**config.mk**
```make
export PLATFORM = sky130hd
export DESIGN_NAME = boot_ctrl_flat
export DESIGN_NICKNAME = d
export VERILOG_FILES = /design/src/rtl/boot_ctrl_if.sv /design/src/rtl/boot_ctrl.sv /design/src/flat_wrapper.sv
export SDC_FILE = /design/constraint.sdc
export NUM_CORES = 1
export LEC_CHECK = 0
export CORE_ASPECT_RATIO = 0.8
export CORE_MARGIN = 5
export CORE_UTILIZATION = 42
export CTS_CLUSTER_SIZE = 28
export DETAILED_ROUTE_END_ITERATION = 6
export PLACE_DENSITY = 0.68
export SLEW_MARGIN = 10
export SYNTH_ARGS = -nofsm -noshare
export SYNTH_HDL_FRONTEND = slang
export SYNTH_SLANG_ARGS = --single-unit
```
**constraint.sdc**
```tcl
create_clock -name clk -period 3.85 [get_ports clk]
set_clock_uncertainty 0.05 [all_clocks]
set_input_delay 0.77 -clock clk [delete_from_list [all_inputs] [get_ports clk]]
set_output_delay 0.77 -clock clk [all_outputs]
set_load 0.02 [all_outputs]
```
**src/rtl/boot_ctrl_if.sv**
```systemverilog
// Byte-stream ingress and IMEM write port of the boot controller.
// master = controller side, slave = stream source / IMEM side.
interface boot_ctrl_if;
    logic        rx_valid;
    logic [7:0]  rx_data;
    logic        rx_ready;
    logic        imem_we;
    logic [31:0] imem_waddr;
    logic [31:0] imem_wdata;

    modport master (
        input  rx_valid,
        input  rx_data,
        output rx_ready,
        output imem_we,
        output imem_waddr,
        output imem_wdata
    );

    modport slave (
        output rx_valid,
        output rx_data,
        input  rx_ready,
        input  imem_we,
        input  imem_waddr,
        input  imem_wdata
    );
endinterface

```
**src/rtl/boot_ctrl.sv**
```systemverilog
// Boot loader: takes a 2-byte word count plus little-endian image over valid/ready,
// writes it into IMEM one word per 5 cycles, then holds CPU reset RESET_HOLD cycles and releases it.
module boot_ctrl #(
    parameter int DEPTH      = 32,
    parameter int RESET_HOLD = 2
) (
    input  logic        clk,
    input  logic        reset,
    input  logic        start,
    boot_ctrl_if.master bus,
    output logic        cpu_reset,
    output logic        busy,
    output logic        done,
    output logic        err
);

    typedef enum logic [2:0] {
        IDLE    = 3'd0,
        HDR0    = 3'd1,
        HDR1    = 3'd2,
        DATA    = 3'd3,
        WRITE   = 3'd4,
        RELEASE = 3'd5,
        RUN     = 3'd6,
        ERR     = 3'd7
    } state_t;

    localparam int HW = (RESET_HOLD > 1) ? $clog2(RESET_HOLD) : 1;
    localparam logic [HW-1:0] HOLD_LAST = HW'(RESET_HOLD - 1);
    localparam logic [15:0]   DEPTH_16  = 16'(DEPTH);

    state_t        state;
    state_t        state_nxt;
    logic [15:0]   word_cnt;
    logic [15:0]   word_idx;
    logic [1:0]    byte_idx;
    logic [31:0]   word_reg;
    logic [HW-1:0] hold_cnt;

    logic          rdy;
    logic          xfer;
    logic [15:0]   hdr_cnt;
    logic          hdr_bad;
    logic [15:0]   idx_nxt;
    logic          reload;

    assign rdy     = (state == HDR0) || (state == HDR1) || (state == DATA);
    assign xfer    = bus.rx_valid & rdy;
    assign hdr_cnt = {bus.rx_data, word_cnt[7:0]};
    assign hdr_bad = (hdr_cnt == 16'd0) || (hdr_cnt > DEPTH_16);
    assign idx_nxt = word_idx + 16'd1;
    assign reload  = start && ((state == IDLE) || (state == RUN) || (state == ERR));

    always_ff @(posedge clk or negedge reset) begin
        if (!reset) begin
            state <= IDLE;
        end else begin
            state <= state_nxt;
        end
    end

    always_comb begin
        state_nxt = state;
        case (state)
            IDLE, RUN, ERR: begin
                if (start) state_nxt = HDR0;
            end
            HDR0: begin
                if (xfer) state_nxt = HDR1;
            end
            HDR1: begin
                if (xfer) state_nxt = hdr_bad ? ERR : DATA;
            end
            DATA: begin
                if (xfer && (byte_idx == 2'd3)) state_nxt = WRITE;
            end
            WRITE: begin
                state_nxt = (idx_nxt == word_cnt) ? RELEASE : DATA;
            end
            RELEASE: begin
                if (hold_cnt == HOLD_LAST) state_nxt = RUN;
            end
            default: state_nxt = IDLE;
        endcase
    end

    always_ff @(posedge clk or negedge reset) begin
        if (!reset) begin
            word_cnt <= '0;
            word_idx <= '0;
            byte_idx <= '0;
            word_reg <= '0;
            hold_cnt <= '0;
        end else if (reload) begin
            word_cnt <= '0;
            word_idx <= '0;
            byte_idx <= '0;
            word_reg <= '0;
            hold_cnt <= '0;
        end else begin
            case (state)
                HDR0: begin
                    if (xfer) word_cnt[7:0] <= bus.rx_data;
                end
                HDR1: begin
                    if (xfer) begin
                        word_cnt[15:8] <= bus.rx_data;
                        word_idx       <= '0;
                        byte_idx       <= '0;
                    end
                end
                DATA: begin
                    if (xfer) begin
                        word_reg[{byte_idx, 3'b000} +: 8] <= bus.rx_data;
                        byte_idx                          <= byte_idx + 2'd1;
                    end
                end
                WRITE: begin
                    word_idx <= idx_nxt;
                    hold_cnt <= '0;
                end
                RELEASE: begin
                    if (hold_cnt != HOLD_LAST) hold_cnt <= hold_cnt + 1'b1;
                end
                default: ;
            endcase
        end
    end

    // All outputs decode registered state only; no input reaches an output combinationally.
    always_comb begin
        bus.rx_ready   = rdy;
        bus.imem_we    = 1'b0;
        bus.imem_waddr = 32'({word_idx, 2'b00});
        bus.imem_wdata = word_reg;
        cpu_reset      = 1'b1;
        busy           = 1'b0;
        done           = 1'b0;
        err            = 1'b0;
        case (state)
            HDR0, HDR1, DATA, RELEASE: busy = 1'b1;
            WRITE: begin
                busy        = 1'b1;
                bus.imem_we = 1'b1;
            end
            RUN: begin
                cpu_reset = 1'b0;
                done      = 1'b1;
            end
            ERR:     err = 1'b1;
            default: ;
        endcase
    end

    a_write_in_range: assert property (@(posedge clk) disable iff (!reset)
        bus.imem_we |-> (word_idx < DEPTH_16));

endmodule

```
**src/flat_wrapper.sv**
```systemverilog
// flat-port wrapper written by rule: the top's interface ports become plain ports
module boot_ctrl_flat 
#(
    parameter int DEPTH      = 32,
    parameter int RESET_HOLD = 2
)
  (clk, reset, start, cpu_reset, busy, done, err, bus_rx_valid, bus_rx_data, bus_rx_ready, bus_imem_we, bus_imem_waddr, bus_imem_wdata);
  boot_ctrl_if bus_i ();
  input  logic clk;
  input  logic reset;
  input  logic start;
  output logic cpu_reset;
  output logic busy;
  output logic done;
  output logic err;
  input wire logic [$bits(bus_i.rx_valid)-1:0] bus_rx_valid;
  input wire logic [$bits(bus_i.rx_data)-1:0] bus_rx_data;
  output wire logic [$bits(bus_i.rx_ready)-1:0] bus_rx_ready;
  output wire logic [$bits(bus_i.imem_we)-1:0] bus_imem_we;
  output wire logic [$bits(bus_i.imem_waddr)-1:0] bus_imem_waddr;
  output wire logic [$bits(bus_i.imem_wdata)-1:0] bus_imem_wdata;
  assign bus_i.rx_valid = bus_rx_valid;
  assign bus_i.rx_data = bus_rx_data;
  assign bus_rx_ready = bus_i.rx_ready;
  assign bus_imem_we = bus_i.imem_we;
  assign bus_imem_waddr = bus_i.imem_waddr;
  assign bus_imem_wdata = bus_i.imem_wdata;
  boot_ctrl #(.DEPTH(DEPTH), .RESET_HOLD(RESET_HOLD)) u_core (.clk(clk), .reset(reset), .start(start), .bus(bus_i), .cpu_reset(cpu_reset), .busy(busy), .done(done), .err(err));
endmodule
```
==> out/results.ini <==
[sta]
rsz0062_at_grt=false
hold_viol=0
min_period_ns=3.27
fin_tns_setup_ns=0
slew_viol_final=0
period_share=0.850
worst_pin_slew_ns=1.13
max_freq_mhz=306
relSlewSlack=0.233
setup_viol=0

[grt]
grtUsageMet2=0.267
top_usage_layer=met1
antenna_found_initial=0
grtUsageMet1=0.282
grt_pass1_vias=3008
grt_max_degree=28
grt_usage=0.188
grt_pass1_wl_um=16300
use_met3=0.0484
grt-ovfl-total=0

[critical_path]
arrival_ns=2.45
r2r-start=u_core.state[1]$_DFFE_PN0P_
start_kind=flip-flop
crit_path_max_fanout=18
critPathLaunch=u_core.state[2]$_DFFE_PN0P_
endpoint_kind=output pin
r2r_cells=6
path_class=flip-flop to output pin
critical_path_required_ns=3.03

[yosys]
synth_top_flop_cell=dfrtp_1
seq_area_frac_synth=0.454
synth_edf_count=0
ys_ff_latch=70
ys_warn_count=0
async_reset_ff_frac=1.00
syn-cell-area_um2=3860
syn_avg_cell_area_um2=9.85
synthDistinctLibCells=61
syn_inst=392

[clock_tree]
clk_latency_ns=0.33
cts_hold_buf=0
clockBufferDepth=2
cts_tree=yes
post_cts_buffers=0
cts_resized=0
clkSinkCount=70
htree_levels=3
clk_pin_slew_ns=0.06
cts_buffers=9
cts_root_buf=clkbuf_16

[die]
fp.dieW_um=117
row_count=31
start_util=0.429
fp.dieArea_um2=11200
core_um2=9000
top_level_ports=82
die_h_um=95.8

[pwr]
seqPwrFrac=0.330
clkPwrFrac=0.301
p_sw_frac=0.366
vdd_drop_max_v=0.000444
p_leak_nw=2.12
power.internal_w=0.00212
p_per_area_nw_per_um2=685
p_sw_w=0.00122
comb_power_share=0.368

[finish]
seqCellArea_um2=1750
fill_cells=831
antennaDiodeCount=0
layout_common_cells=70 x dfrtp_1, 64 x clkdlybuf4s50_1, 35 x nand2_1
drive_gt1_frac=0.0941
nets=470
finish.utilization=0.543
multi_input_area_um2=1910
area_delta_synth_final_pct=26.5
final_common_cell=dfrtp_1

[routing]
drtAntennaViolNets=0
drt_iter0_markers=164
detail_route.first_pass.iterations=4
drc_errors=0
viasPerCell=5.65
route.vias.total=3230
wl_per_cell_um=17.7
wirelength_um=10100

[flow_run]
maxCapViolCount=0

[hold_path]
hold_path.class=input port to async pin

[placed_design]
hpwlAfterDp_um=7060
portBuffers=65
gp_congestion=0.869

[outcome]
outcome=complete, no violations

stage by stage:
step           power [W]  worst slack (ns)  instances  instance area [um^2]  hold WS [ns]
6_report         0.00335             0.578        572                  4890         0.415
5_1_grt          0.00355             0.396        572                  4890         0.469
4_1_cts          0.00337             0.563        572                  4890         0.432
3_5_place_dp     0.00234             0.744        556                  4520         0.431
3_3_place_gp     0.00230             0.813        556                  4520         0.436
2_1_floorplan    0.00196              1.60        407                  3920         0.424
power by group through the flow:
| stage | Clock, W | Combinational, W | Sequential [W] |
|---|---|---|---|
| 6_report | 0.00101 | 0.00123 | 0.00111 |
| 5_1_grt | 0.00106 | 0.00135 | 0.00114 |
| 4_1_cts | 0.00102 | 0.00124 | 0.00110 |
| 3_5_place_dp | 0 | 0.00123 | 0.00111 |
| 3_3_place_gp | 0 | 0.00120 | 0.00111 |
| 2_1_floorplan | 0 | 0.000861 | 0.00109 |
area by class of cell:
type	instances	area share
timing repair buffer	72	0.143
clock buffer	10	0.0469
tap	115	0.0294
sequential	70	0.359
inverter	6	0.00461
clock inverter	6	0.0274
multi-input combinational	293	0.390
registers in the layout, summed over array words and instances (netlist names):
register,flops
u_core.byte_idx,2
u_core.hold_cnt,1
u_core.state,3
u_core.word_idx,16
u_core.word_cnt,16
u_core.bus.imem_wdata,32
path summary, 6_finish.rpt:
path	end	slack, ns
worst min-delay path	u_core.word_idx[9]$_DFFE_PN0P_	0.42
worst max register to register	u_core.bus.imem_wdata[11]$_DFFE_PN0P_	1.11
min in group clk	u_core.bus.imem_wdata[5]$_DFFE_PN0P_	0.45
worst max-delay path	bus_imem_we	0.58
max in group asynchronous	u_core.bus.imem_wdata[6]$_DFFE_PN0P_	2.58
worst min register to register	u_core.bus.imem_wdata[5]$_DFFE_PN0P_	0.45
cells in the mapped netlist, types with 2 or more instances:
library cell	count	share of area
dfrtp_1	70	0.45
nand2_1	35	0.034
a22o_1	32	0.073
nor2_1	32	0.031
o21ai_0	22	0.029
a21oi_1	18	0.023
buf_4	18	0.035
xnor2_1	17	0.039
nand3_1	11	0.014
o21ai_1	9	0.012
xor2_1	9	0.020
buf_2	8	0.010
clkbuf_1	8	0.0078
mux2i_1	8	0.021
nand4_1	8	0.013
ha_1	6	0.019
nor4_1	5	0.0081
a22oi_1	4	0.0078
and2_1	4	0.0065
inv_1	4	0.0039
a311o_1	3	0.0078
and3_1	3	0.0049
and4_1	3	0.0068
nand3_2	3	0.0078
nor3_1	3	0.0039
o22ai_1	3	0.0049
o31ai_1	3	0.0058
a211oi_1	2	0.0039
a21o_1	2	0.0039
a32o_1	2	0.0052
buf_6	2	0.0058
mux2_2	2	0.0058
nand2b_1	2	0.0032
nor2b_1	2	0.0032
nor3b_2	2	0.0065
or2_2	2	0.0032
worst max-delay path, cell delays in order (launching register included):
cell	delay, ns
dfrtp_1	0.66
nor2b_1	0.35
nand2_1	0.09
buf_4	0.21
clkinv_1	0.18
clkdlybuf4s50_1	0.64
metal layers:
| layer | vias to the layer above | share of wire |
|---|---|---|
| li1 | 1522 | - |
| met1 | 1597 | 0.49 |
| met2 | 99 | 0.45 |
| met3 | 12 | 0.053 |
| met4 | 0 | 0.011 |
| met5 | - | 0 |
cells by family (layout without fill, tap and decap cells):
group / after synthesis / count (layout) / synth area share
simple gates: 123 / 123 / 0.167
compound gates: 112 / 112 / 0.206
flops: 70 / 70 / 0.454
buf+inv: 44 / 94 / 0.0671
xor+xnor: 26 / 26 / 0.0590
mux: 10 / 10 / 0.0266
fa+ha+maj: 6 / 6 / 0.0194
other cells: 1 / 16 / 0.000971
No activity file was read; power rests on OpenSTA's default activity.
